==> src/rtl/riscv_pkg.sv <==
// Shared integer-core constants and register file types.
package riscv_pkg;

    localparam int NUM_REGS = 32;
    localparam int ADDR_W   = 5;
    localparam int DATA_W   = 32;
    localparam int INFL_W   = 6;

    typedef logic [ADDR_W-1:0] reg_addr_t;
    typedef logic [DATA_W-1:0] reg_data_t;

endpackage : riscv_pkg

==> src/rtl/regfile_scoreboard_sb_counter.sv <==
// Per-register pending-write counter with a "flushed" flag that absorbs
// exactly one writeback arriving after a flush discarded outstanding writes.
module sb_counter #(
    parameter int CNT_W = 2
) (
    input  logic clk_i,
    input  logic rst_ni,
    input  logic inc_i,      // an issue targeting this register fired
    input  logic wb_i,       // a writeback targets this register
    input  logic flush_i,
    output logic zero_o,
    output logic one_o,
    output logic max_o,
    output logic flagged_o
);

    localparam logic [CNT_W-1:0] CNT_MAX = '1;
    localparam logic [CNT_W-1:0] CNT_ONE = CNT_W'(1);

    logic [CNT_W-1:0] cnt_q, cnt_d;
    logic             flag_q, flag_d;
    logic             dec;
    logic             absorb;

    assign zero_o    = (cnt_q == '0);
    assign one_o     = (cnt_q == CNT_ONE);
    assign max_o     = (cnt_q == CNT_MAX);
    assign flagged_o = flag_q;

    // A writeback only decrements when something is outstanding; with nothing
    // outstanding it may instead consume the flushed flag.
    assign dec    = wb_i & ~zero_o;
    assign absorb = wb_i & zero_o & flag_q;

    // Next-state for count and flushed flag; flush dominates issue/writeback.
    always_comb begin
        // NOTE: every always_comb output gets a default first so no path
        // leaves it unassigned, which would otherwise infer a latch.
        cnt_d  = cnt_q;
        flag_d = flag_q & ~absorb;
        if (flush_i) begin
            cnt_d  = '0;
            flag_d = flag_d | ~zero_o;
        end else if (inc_i && !dec && !max_o) begin
            cnt_d = cnt_q + CNT_ONE;
        end else if (dec && !inc_i) begin
            cnt_d = cnt_q - CNT_ONE;
        end
    end

    // State register with asynchronous active-low reset.
    always_ff @(posedge clk_i or negedge rst_ni) begin
        // NOTE: sequential state uses non-blocking assignments so every
        // register samples pre-edge values regardless of statement order.
        if (!rst_ni) begin
            cnt_q  <= '0;
            flag_q <= 1'b0;
        end else begin
            cnt_q  <= cnt_d;
            flag_q <= flag_d;
        end
    end

endmodule : sb_counter

==> src/rtl/regfile_scoreboard.sv <==
// Write-side scoreboard for the integer register file: tracks in-flight
// writes, stalls issue on RAW hazards, bypasses writeback data to issue and
// funnels writebacks onto the register file's single write port.
module regfile_scoreboard
    import riscv_pkg::*;
#(
    parameter int CNT_W = 2
) (
    input  logic              clk_i,
    input  logic              rst_ni,
    input  logic              flush_i,
    input  logic              issue_valid_i,
    input  reg_addr_t         issue_rs1_addr_i,
    input  reg_addr_t         issue_rs2_addr_i,
    input  logic              issue_use_rs1_i,
    input  logic              issue_use_rs2_i,
    input  reg_addr_t         issue_rd_addr_i,
    input  logic              issue_rd_wren_i,
    output logic              issue_ready_o,
    output logic              fwd_rs1_o,
    output logic              fwd_rs2_o,
    output reg_data_t         fwd_data_o,
    input  logic              wb_valid_i,
    input  reg_addr_t         wb_rd_addr_i,
    input  reg_data_t         wb_data_i,
    output reg_addr_t         rd_addr_o,
    output reg_data_t         rd_data_o,
    output logic              rd_wren_o,
    output logic [INFL_W-1:0] inflight_o,
    output logic              wb_err_o
);

    // Internal total is wide enough for every counter at max, so decrements
    // after a saturated display stay exact.
    localparam int TOT_W = 7;
    localparam logic [TOT_W-1:0] TOT_SAT = TOT_W'((1 << INFL_W) - 1);

    logic [NUM_REGS-1:0] pend_zero;
    logic [NUM_REGS-1:0] pend_one;
    logic [NUM_REGS-1:0] pend_max;
    logic [NUM_REGS-1:0] flagged;

    logic hz1, hz2, byp1, byp2, sat, fire;
    logic wb_live, inc_any, dec_any, err_set;

    logic [TOT_W-1:0] total_q, total_d;
    logic             err_q, err_d;

    // x0 is hard-wired zero: it always looks empty and never flagged.
    assign pend_zero[0] = 1'b1;
    assign pend_one[0]  = 1'b0;
    assign pend_max[0]  = 1'b0;
    assign flagged[0]   = 1'b0;

    for (genvar r = 1; r < NUM_REGS; r++) begin : g_cnt
        logic inc_r;
        logic wb_r;

        assign inc_r = fire & issue_rd_wren_i & (issue_rd_addr_i == reg_addr_t'(r));
        assign wb_r  = wb_valid_i & (wb_rd_addr_i == reg_addr_t'(r));

        sb_counter #(
            .CNT_W (CNT_W)
        ) u_cnt (
            .clk_i     (clk_i),
            .rst_ni    (rst_ni),
            .inc_i     (inc_r),
            .wb_i      (wb_r),
            .flush_i   (flush_i),
            .zero_o    (pend_zero[r]),
            .one_o     (pend_one[r]),
            .max_o     (pend_max[r]),
            .flagged_o (flagged[r])
        );
    end

    // Register file write port is a zero-latency pass-through; x0 is masked.
    assign wb_live   = wb_valid_i & (wb_rd_addr_i != '0);
    assign rd_wren_o = wb_live;
    assign rd_addr_o = wb_rd_addr_i;
    assign rd_data_o = wb_data_i;

    // Hazard, bypass and issue-acceptance decision.
    always_comb begin
        hz1  = issue_use_rs1_i & (issue_rs1_addr_i != '0) & ~pend_zero[issue_rs1_addr_i];
        hz2  = issue_use_rs2_i & (issue_rs2_addr_i != '0) & ~pend_zero[issue_rs2_addr_i];
        // Forward only when this writeback retires the last outstanding write.
        byp1 = hz1 & wb_valid_i & (wb_rd_addr_i == issue_rs1_addr_i) & pend_one[issue_rs1_addr_i];
        byp2 = hz2 & wb_valid_i & (wb_rd_addr_i == issue_rs2_addr_i) & pend_one[issue_rs2_addr_i];
        // A same-cycle writeback to rd is deliberately ignored here.
        sat  = issue_rd_wren_i & (issue_rd_addr_i != '0) & pend_max[issue_rd_addr_i];
        issue_ready_o = ~flush_i & (~hz1 | byp1) & (~hz2 | byp2) & ~sat;
        fire          = issue_valid_i & issue_ready_o;
    end

    assign fwd_rs1_o  = byp1;
    assign fwd_rs2_o  = byp2;
    assign fwd_data_o = wb_data_i;

    // Running total and sticky underflow flag, mirroring the per-register terms.
    always_comb begin
        inc_any = fire & issue_rd_wren_i & (issue_rd_addr_i != '0) & ~pend_max[issue_rd_addr_i];
        dec_any = wb_live & ~pend_zero[wb_rd_addr_i];
        err_set = wb_live & pend_zero[wb_rd_addr_i] & ~flagged[wb_rd_addr_i];
        err_d   = err_q | err_set;
        total_d = total_q;
        if (flush_i) begin
            total_d = '0;
        end else if (inc_any && !dec_any) begin
            total_d = total_q + TOT_W'(1);
        end else if (dec_any && !inc_any) begin
            total_d = total_q - TOT_W'(1);
        end
    end

    // Total/error state register.
    always_ff @(posedge clk_i or negedge rst_ni) begin
        if (!rst_ni) begin
            total_q <= '0;
            err_q   <= 1'b0;
        end else begin
            total_q <= total_d;
            err_q   <= err_d;
        end
    end

    assign inflight_o = (total_q > TOT_SAT) ? INFL_W'(TOT_SAT) : total_q[INFL_W-1:0];
    assign wb_err_o   = err_q;

endmodule : regfile_scoreboard

==> config.mk <==
export PLATFORM = sky130hd
export DESIGN_NAME = regfile_scoreboard
export DESIGN_NICKNAME = d
export VERILOG_FILES = /design/src/rtl/riscv_pkg.sv /design/src/rtl/regfile_scoreboard_sb_counter.sv /design/src/rtl/regfile_scoreboard.sv
export SDC_FILE = /design/constraint.sdc
export NUM_CORES = 1
export LEC_CHECK = 0
export BUFFER_PORTS_ARGS = -buffer_cell sky130_fd_sc_hd__buf_2
export CORE_ASPECT_RATIO = 0.7
export CORE_MARGIN = 2
export CORE_UTILIZATION = 40
export CTS_CLUSTER_SIZE = 30
export DETAILED_ROUTE_END_ITERATION = 10
export PLACE_DENSITY = 0.61
export SLEW_MARGIN = 40
export SYNTH_ARGS = -nofsm -noshare
export SYNTH_HDL_FRONTEND = slang
export SYNTH_SLANG_ARGS = --single-unit
export TNS_END_PERCENT = 5
==> constraint.sdc <==
create_clock -name clk_i -period 4.6 [get_ports clk_i]
set_input_delay 0.46 -clock clk_i [delete_from_list [all_inputs] [get_ports clk_i]]
set_output_delay 0.46 -clock clk_i [all_outputs]
set_load 0.005 [all_outputs]
==> out/qor.yml, run 1 <==
drt:
  drt_pre_antenna_iters: 6
  wl_um: 31500
  detail-route-antenna-nets: 0
  drtIter0Drc: 886
  remaining_drc_errors: 0
  avgRoutedWirePerCell_um: 21.5
  vias: 8582
  vias_per_cell: 5.87
place:
  gp_congestion: 0.942
  placed_area_um2: 10500
  place.detailed.hpwl_um: 24800
  portBuffers: 43
timing:
  hold_viol: 0
  finalCriticalPeriod_ps: 4430
  rsz0062_at_grt: "no"
  setup_tns_ps: 0
  setup_viol: 0
  skew_ps: 13.3
  whs_ps: 103
  fin_crit_sh_pct: 96.3
  tightest_slew_ps: 763
  fmaxAchievable_ghz: 0.226
  relSlewSlack_pct: 48.8
  slew_violations: 0
worst_setup_path:
  path_cells: "inv_1 > ha_1 > mux4_2 > mux4_2 > a21oi_1 > and2_1 > or2_2 > inv_1 > fa_1 > inv_1 > a21o_1 > a21oi_2 > o21bai_1 > a21oi_1 > or3_1 > nor2b_1 > mux2_2"
  cp_common_cell: "inv_1"
  cp.arrival_ps: 4690
  slowest_stage: "mux4_2"
  critPathCaptureType: "flip-flop"
  r2r_setup_slack_ps: 170
  cpPeakStageDelay_ps: 490
  worstSetupPathType: "flip-flop to flip-flop"
  r2r_end: "total_q[6]$_DFFE_PN0P_"
  worstSetupStartpointType: "flip-flop"
  critical_path_required_ps: 4860
  reg2regPathDepth: 17
  crit_path_max_fanout: 7
  regToRegStartpoint: "g_cnt[29].u_cnt.cnt_q[0]$_DFFE_PN0P_"
clocking:
  clkSlewWorstSetupHoldPaths_ps: 80
  clockBufferDepth: 2
  cts_sinks: 101
  cts_made_buffers: 9
  cts_tree: "yes"
  htree_levels: 3
  clock_latency_ps: 380
  ctsRootBufferMaster: "clkbuf_16"
finish:
  drive_above_1_share_pct: 16.2
  multi_input_area_um2: 6700
  antenna_cells: 0
  layout_common_cells: "nor2_1, nand2_1, dfrtp_1"
  finalInstanceArea_um2: 10800
  final_common_cell: "nor2_1"
  n_fill_cell: 2432
  seq_area_um2: 2530
  fin_nets: 1288
  area_growth_pct: 5.43
synthesis:
  ys_top_cells_by_area: "dfrtp_1, ha_1, mux4_2"
  synth-edff-count: 0
  synth_compound_area_share_pct: 12.8
  synthAdderAreaFrac_pct: 12.3
  ys_async_sr_fraction_pct: 100
  synth_top_area_share_pct: 24.6
  synth_flop_cell: "dfrtp_1"
  ys.warnings.count: 0
  synthXorXnorAreaFrac_pct: 3.92
  synth_mux_area_share_pct: 16.8
  synth_top_family_by_area: "simple AND/OR/NAND/NOR gates"
  yosysTopAreaCell: "dfrtp_1"
  synthCells: 1161
  yosys.area_share.simple_pct: 18.8
  synthDistinctLibCells: 74
  synth-seq-cells: 101
  syn-cell-area_um2: 10300
  avgSynthCellArea_um2: 8.85
  synth_fp_nets: 1321
  seq_area_frac_synth_pct: 24.6
worst_hold_path:
  hold_class: "input pin to async pin"
grt:
  antenna_found_initial: 0
  grt_pass1_wl_um: 48000
  grt_pass1_vias: 7878
  grt_overflow: 0
  grt_usage_pct: 23.4
  grt_start_max_net_pins: 62
flow_run:
  max_cap_violations: 0
power:
  fin_total_pwr_mw: 2.55
  p_leak_nw: 4.42
  power.density_nw_per_um2: 235
  max-vdd-ir-drop_uv: 190
floorplanning:
  initial_core_util_pct: 40.4
  rows: 49
  die_w_um: 196
  die_h_um: 138
  ios: 140
  die_area_um2: 27000
  core_area_um2: 25400
status:
  status: "complete, no violations"
## through the flow
| stage | instances | setup slack [ps] | utilization, % |
|---|---|---|---|
| after global placement | 1448 | 165 | 41.0 |
| after floorplan | 1161 | 251 | - |
| after global routing | 1463 | 19.8 | 42.6 |
| after detailed placement | 1448 | 70.9 | 41.1 |
| final | 1463 | 172 | 42.6 |
| after CTS | 1463 | 44.1 | 42.5 |
## sequential cells by signal, summed over array words and instances, names as in the netlist
register / flops
g_cnt.u_cnt.cnt_q: 62
total_q: 7
g_cnt.u_cnt.flagged_o: 31
wb_err_o: 1
## cells by family (layout without fill, tap and decap cells)
| logic type | Yosys count | after routing |
|---|---|---|
| and+or+nand+nor | 414 | 414 |
| buffers and inverters | 206 | 177 |
| AOI/OAI and AO/OA | 196 | 196 |
| muxes | 112 | 112 |
| adders and majority gates | 101 | 101 |
| DFF | 101 | 101 |
| xor gates and xnor gates | 31 | 31 |
## synthesized netlist by cell type, types with 4 or more instances
| cell type | count |
|---|---|
| a211oi_1 | 17 |
| a21o_1 | 10 |
| a21oi_1 | 66 |
| a221oi_1 | 6 |
| a311oi_1 | 13 |
| a31oi_1 | 5 |
| and2_1 | 6 |
| and3_1 | 8 |
| buf_1 | 4 |
| buf_2 | 7 |
| buf_4 | 74 |
| buf_6 | 4 |
| clkbuf_1 | 35 |
| dfrtp_1 | 101 |
| ha_1 | 99 |
| inv_1 | 81 |
| mux2_2 | 12 |
| mux2i_1 | 53 |
| mux4_2 | 43 |
| nand2_1 | 101 |
| nand2b_1 | 11 |
| nand3_1 | 19 |
| nand3b_1 | 5 |
| nand4_1 | 8 |
| nor2_1 | 164 |
| nor2b_1 | 11 |
| nor3_1 | 25 |
| nor3b_1 | 4 |
| nor4_1 | 13 |
| o21ai_0 | 24 |
| o22ai_1 | 9 |
| o31ai_1 | 9 |
| or2_2 | 13 |
| or3_1 | 6 |
| or4_1 | 10 |
| xnor2_1 | 13 |
| xnor3_1 | 9 |
| xor2_1 | 8 |
## worst max path at each step
| stage | start | endpoint | slack [ps] | depth (start not counted) |
|---|---|---|---|---|
| 6_report | g_cnt[29].u_cnt.cnt_q[0]$_DFFE_PN0P_ | total_q[6]$_DFFE_PN0P_ | 170 | 17 |
| 5_1_grt | g_cnt[13].u_cnt.cnt_q[0]$_DFFE_PN0P_ | total_q[6]$_DFFE_PN0P_ | 20 | 19 |
| 4_1_cts | g_cnt[4].u_cnt.cnt_q[1]$_DFFE_PN0P_ | total_q[6]$_DFFE_PN0P_ | 40 | 17 |
| 3_5_place_dp | g_cnt[4].u_cnt.cnt_q[1]$_DFFE_PN0P_ | total_q[6]$_DFFE_PN0P_ | 70 | 17 |
| 3_3_place_gp | g_cnt[4].u_cnt.cnt_q[1]$_DFFE_PN0P_ | total_q[6]$_DFFE_PN0P_ | 170 | 17 |
| 2_1_floorplan | wb_rd_addr_i[0] | total_q[6]$_DFFE_PN0P_ | 250 | 17 |
## per-layer routing
layer	share of wire (%)	global-route usage, %
met1	48	36.3
met2	37	29.2
met5	0	0
met4	1.4	4.82
met3	13	10.4
## area by class of cell
class | instances | share of cell area [%]
clock buffer | 11 | 2.33
clock inverter | 4 | 0.878
inverter | 81 | 2.81
multi-input combinational | 854 | 61.8
sequential | 101 | 23.3
tap | 331 | 3.82
timing repair buffer | 81 | 5.01
## worst max-delay path: cells and delay by family, from the launching register on
family,cells,cell delay [ps]
muxes,3,1230
and+or+nand+nor,4,1090
adders and majority gates,2,730
AOI/OAI and AO/OA,5,620
DFF,1,430
buffers and inverters,3,200
## repair_timing
action | 4_1_cts | 5_1_grt
resized for setup | 0 | 8
hold buffers | 0 | 0
setup buffers | 0 | 0
endpoints found under the setup margin | 0 | 1
## power breakdown
group          internal [mW]  switching, mW
registers              0.940         0.0563
clock network          0.558          0.365
logic                  0.269          0.363
Note: power is estimated with default switching activity, not from simulation.
==> inputs of run 2 (changes only) <==
--- a/config.mk
+++ b/config.mk
@@ -8,10 +8,10 @@
 export BUFFER_PORTS_ARGS = -buffer_cell sky130_fd_sc_hd__buf_2
 export CORE_ASPECT_RATIO = 0.7
 export CORE_MARGIN = 2
-export CORE_UTILIZATION = 40
+export CORE_UTILIZATION = 50
 export CTS_CLUSTER_SIZE = 30
 export DETAILED_ROUTE_END_ITERATION = 10
-export PLACE_DENSITY = 0.61
+export PLACE_DENSITY = 0.73
 export SLEW_MARGIN = 40
 export SYNTH_ARGS = -nofsm -noshare
 export SYNTH_HDL_FRONTEND = slang
==> run 2 against run 1 <==
Against the previous run: sequential cell count unchanged; wire length decreased by 4.8%; sequential power about the same; sequential share of layout area increased by 0.57 points; via count increased by 1.8%; clock power decreased by 17%; global-route usage increased by 4.4 points; cell count decreased by 4.9%; critical endpoint unchanged.
==> out/qor.yml, run 2 (synthesis gave the netlist of run 1 again) <==
drt:
  vias_per_cell: 6.28
  remaining_drc_errors: 0
  vias: 8733
  detail-route-antenna-nets: 0
  wl_um: 30000
  avgRoutedWirePerCell_um: 21.5
  drt_pre_antenna_iters: 5
  drtIter0Drc: 1061
flow_run:
  max_cap_violations: 0
worst_setup_path:
  r2r_end: "total_q[6]$_DFFE_PN0P_"
  cp.arrival_ps: 4590
  crit_path_max_fanout: 7
  reg2regPathDepth: 18
  regToRegStartpoint: "g_cnt[31].u_cnt.cnt_q[0]$_DFFE_PN0P_"
  critPathCaptureType: "flip-flop"
  worstSetupPathType: "flip-flop to flip-flop"
  worstSetupStartpointType: "flip-flop"
  critical_path_required_ps: 4870
  r2r_setup_slack_ps: 270
timing:
  hold_viol: 0
  finalCriticalPeriod_ps: 4330
  setup_tns_ps: 0
  skew_ps: 10.4
  slew_violations: 0
  tightest_slew_ps: 787
  relSlewSlack_pct: 47.1
  fin_ws_ps: 275
  rsz0062_at_grt: "no"
  fmaxAchievable_ghz: 0.231
  setup_viol: 0
  fin_crit_sh_pct: 94.0
worst_hold_path:
  min_from: "wb_err_o$_DFF_PN0_"
  whs_path_depth: 1
  hold_end: "wb_err_o$_DFF_PN0_"
  hold_class: "flip-flop to flip-flop"
grt:
  grt_overflow: 0
  grt_pass1_vias: 7881
  grt_pass1_wl_um: 45300
  grt_usage_pct: 27.8
  grt_start_max_net_pins: 61
  antenna_found_initial: 1
power:
  power.density_nw_per_um2: 224
  p_sw_mw: 0.787
  swShare_pct: 33.2
  clockPowerShare_pct: 32.4
  p_comb_share_pct: 25.5
  power_frac_seq_pct: 42.0
  p_leak_nw: 4.31
  power.internal_mw: 1.58
  max-vdd-ir-drop_uv: 182
finish:
  finalInstanceArea_um2: 10600
  multi_input_area_um2: 6700
  fin_nets: 1275
  postLayoutCoreUtil_pct: 53.0
  seq_area_um2: 2530
  n_fill_cell: 1836
  final_common_cell: "nor2_1"
  drive_above_1_share_pct: 15.1
  area_growth_pct: 2.93
  top_register: "g_cnt.u_cnt.cnt_q"
  largest_register_ffs: 62
  layout_common_cells: "nor2_1, nand2_1, dfrtp_1"
floorplanning:
  rows: 43
  die_h_um: 124
  initial_core_util_pct: 51.5
  ios: 140
  die_area_um2: 21700
  core_area_um2: 20000
  die_w_um: 175
status:
  status: "complete, no violations"
place:
  pre_cts_ws_ps: 58.2
  place.detailed.hpwl_um: 22800
  gp_congestion: 0.979
  placed_area_um2: 10200
  portBuffers: 43
clocking:
  clkSlewWorstSetupHoldPaths_ps: 80
  cts_made_buffers: 9
  clockBufferDepth: 2
  cts_sinks: 101
  cts_tree: "yes"
  ctsRootBufferMaster: "clkbuf_16"
  htree_levels: 3
  clock_latency_ps: 380
## run 2: changes by cell type in the layout (fill, tap and decap cells not counted), sizes merged
cell	before	now
clkbuf	11	10
dlygate4sd3	0	1
bufinv	3	0
clkinvlp	0	4
inv	81	82
buf	81	67
diode	0	1
## run 2: critical path, stage by stage, from the launching register on
cell	delay, ps
dfrtp_1	420
inv_1	70
ha_1	340
mux4_2	510
mux4_2	500
a2bb2oi_2	180
o2111ai_1	190
or3_1	180
or2_4	180
inv_1	60
fa_1	390
inv_1	70
a21o_1	100
a21oi_1	90
o21bai_1	130
a21oi_1	80
or3_1	310
nor2b_1	150
mux2_2	260
## run 2: worst max path at each step
stage	startpoint	to	cells after the start	slack [ps]
2_1_floorplan	wb_rd_addr_i[0]	total_q[6]$_DFFE_PN0P_	17	250
3_3_place_gp	issue_rs2_addr_i[0]	total_q[6]$_DFFE_PN0P_	17	190
3_5_place_dp	issue_rs2_addr_i[2]	total_q[6]$_DFFE_PN0P_	16	60
4_1_cts	g_cnt[1].u_cnt.cnt_q[0]$_DFFE_PN0P_	total_q[6]$_DFFE_PN0P_	17	30
5_1_grt	g_cnt[13].u_cnt.cnt_q[0]$_DFFE_PN0P_	total_q[6]$_DFFE_PN0P_	19	60
6_report	g_cnt[31].u_cnt.cnt_q[0]$_DFFE_PN0P_	total_q[6]$_DFFE_PN0P_	18	270
## run 2: power by group through the flow
| stage | clock network, mW | logic [mW] | registers [mW] |
|---|---|---|---|
| final | 0.768 | 0.605 | 0.995 |
| after global routing | 0.816 | 0.656 | 1.00 |
| after CTS | 0.782 | 0.586 | 0.992 |
| after detailed placement | 0 | 0.584 | 1.01 |
| after global placement | 0 | 0.572 | 1.01 |
| after floorplan | 0 | 0.465 | 0.993 |
## run 2: stage by stage
stage / hold WS, ps / std cells / power, mW
floorplan: 164 / 1161 / 1.46
global placement: 434 / 1372 / 1.58
detailed placement: 444 / 1372 / 1.59
CTS: 177 / 1388 / 2.36
global route: 470 / 1390 / 2.47
finish: 455 / 1391 / 2.37
## run 2: per-layer routing
layer	track usage (%)	routed length [um]	part of all wire, %	vias up
met5	0	11	0.037	-
met4	4.95	349	1.2	2
met3	13.9	4490	15	33
met2	36.9	11800	39	511
met1	40.4	13300	44	4231
li1	-	-	-	3956
## run 2: repair_timing
| item | CTS | global route |
|---|---|---|
| hold endpoints to repair | 0 | 16 |
| resized for setup | 0 | 9 |
| setup buffers | 0 | 0 |
| setup endpoints to repair | 0 | 1 |
| hold buffers | 0 | 1 |
## run 2: area by class of cell
type                    count  area share [%]
well taps                 270            3.19
diodes                      1          0.0237
inverters                  81            2.87
flip-flops and latches    101            23.9
multi-input cells         854            63.3
clock buffers              10            2.26
repair buffers             68            4.00
clock inverters             6           0.449
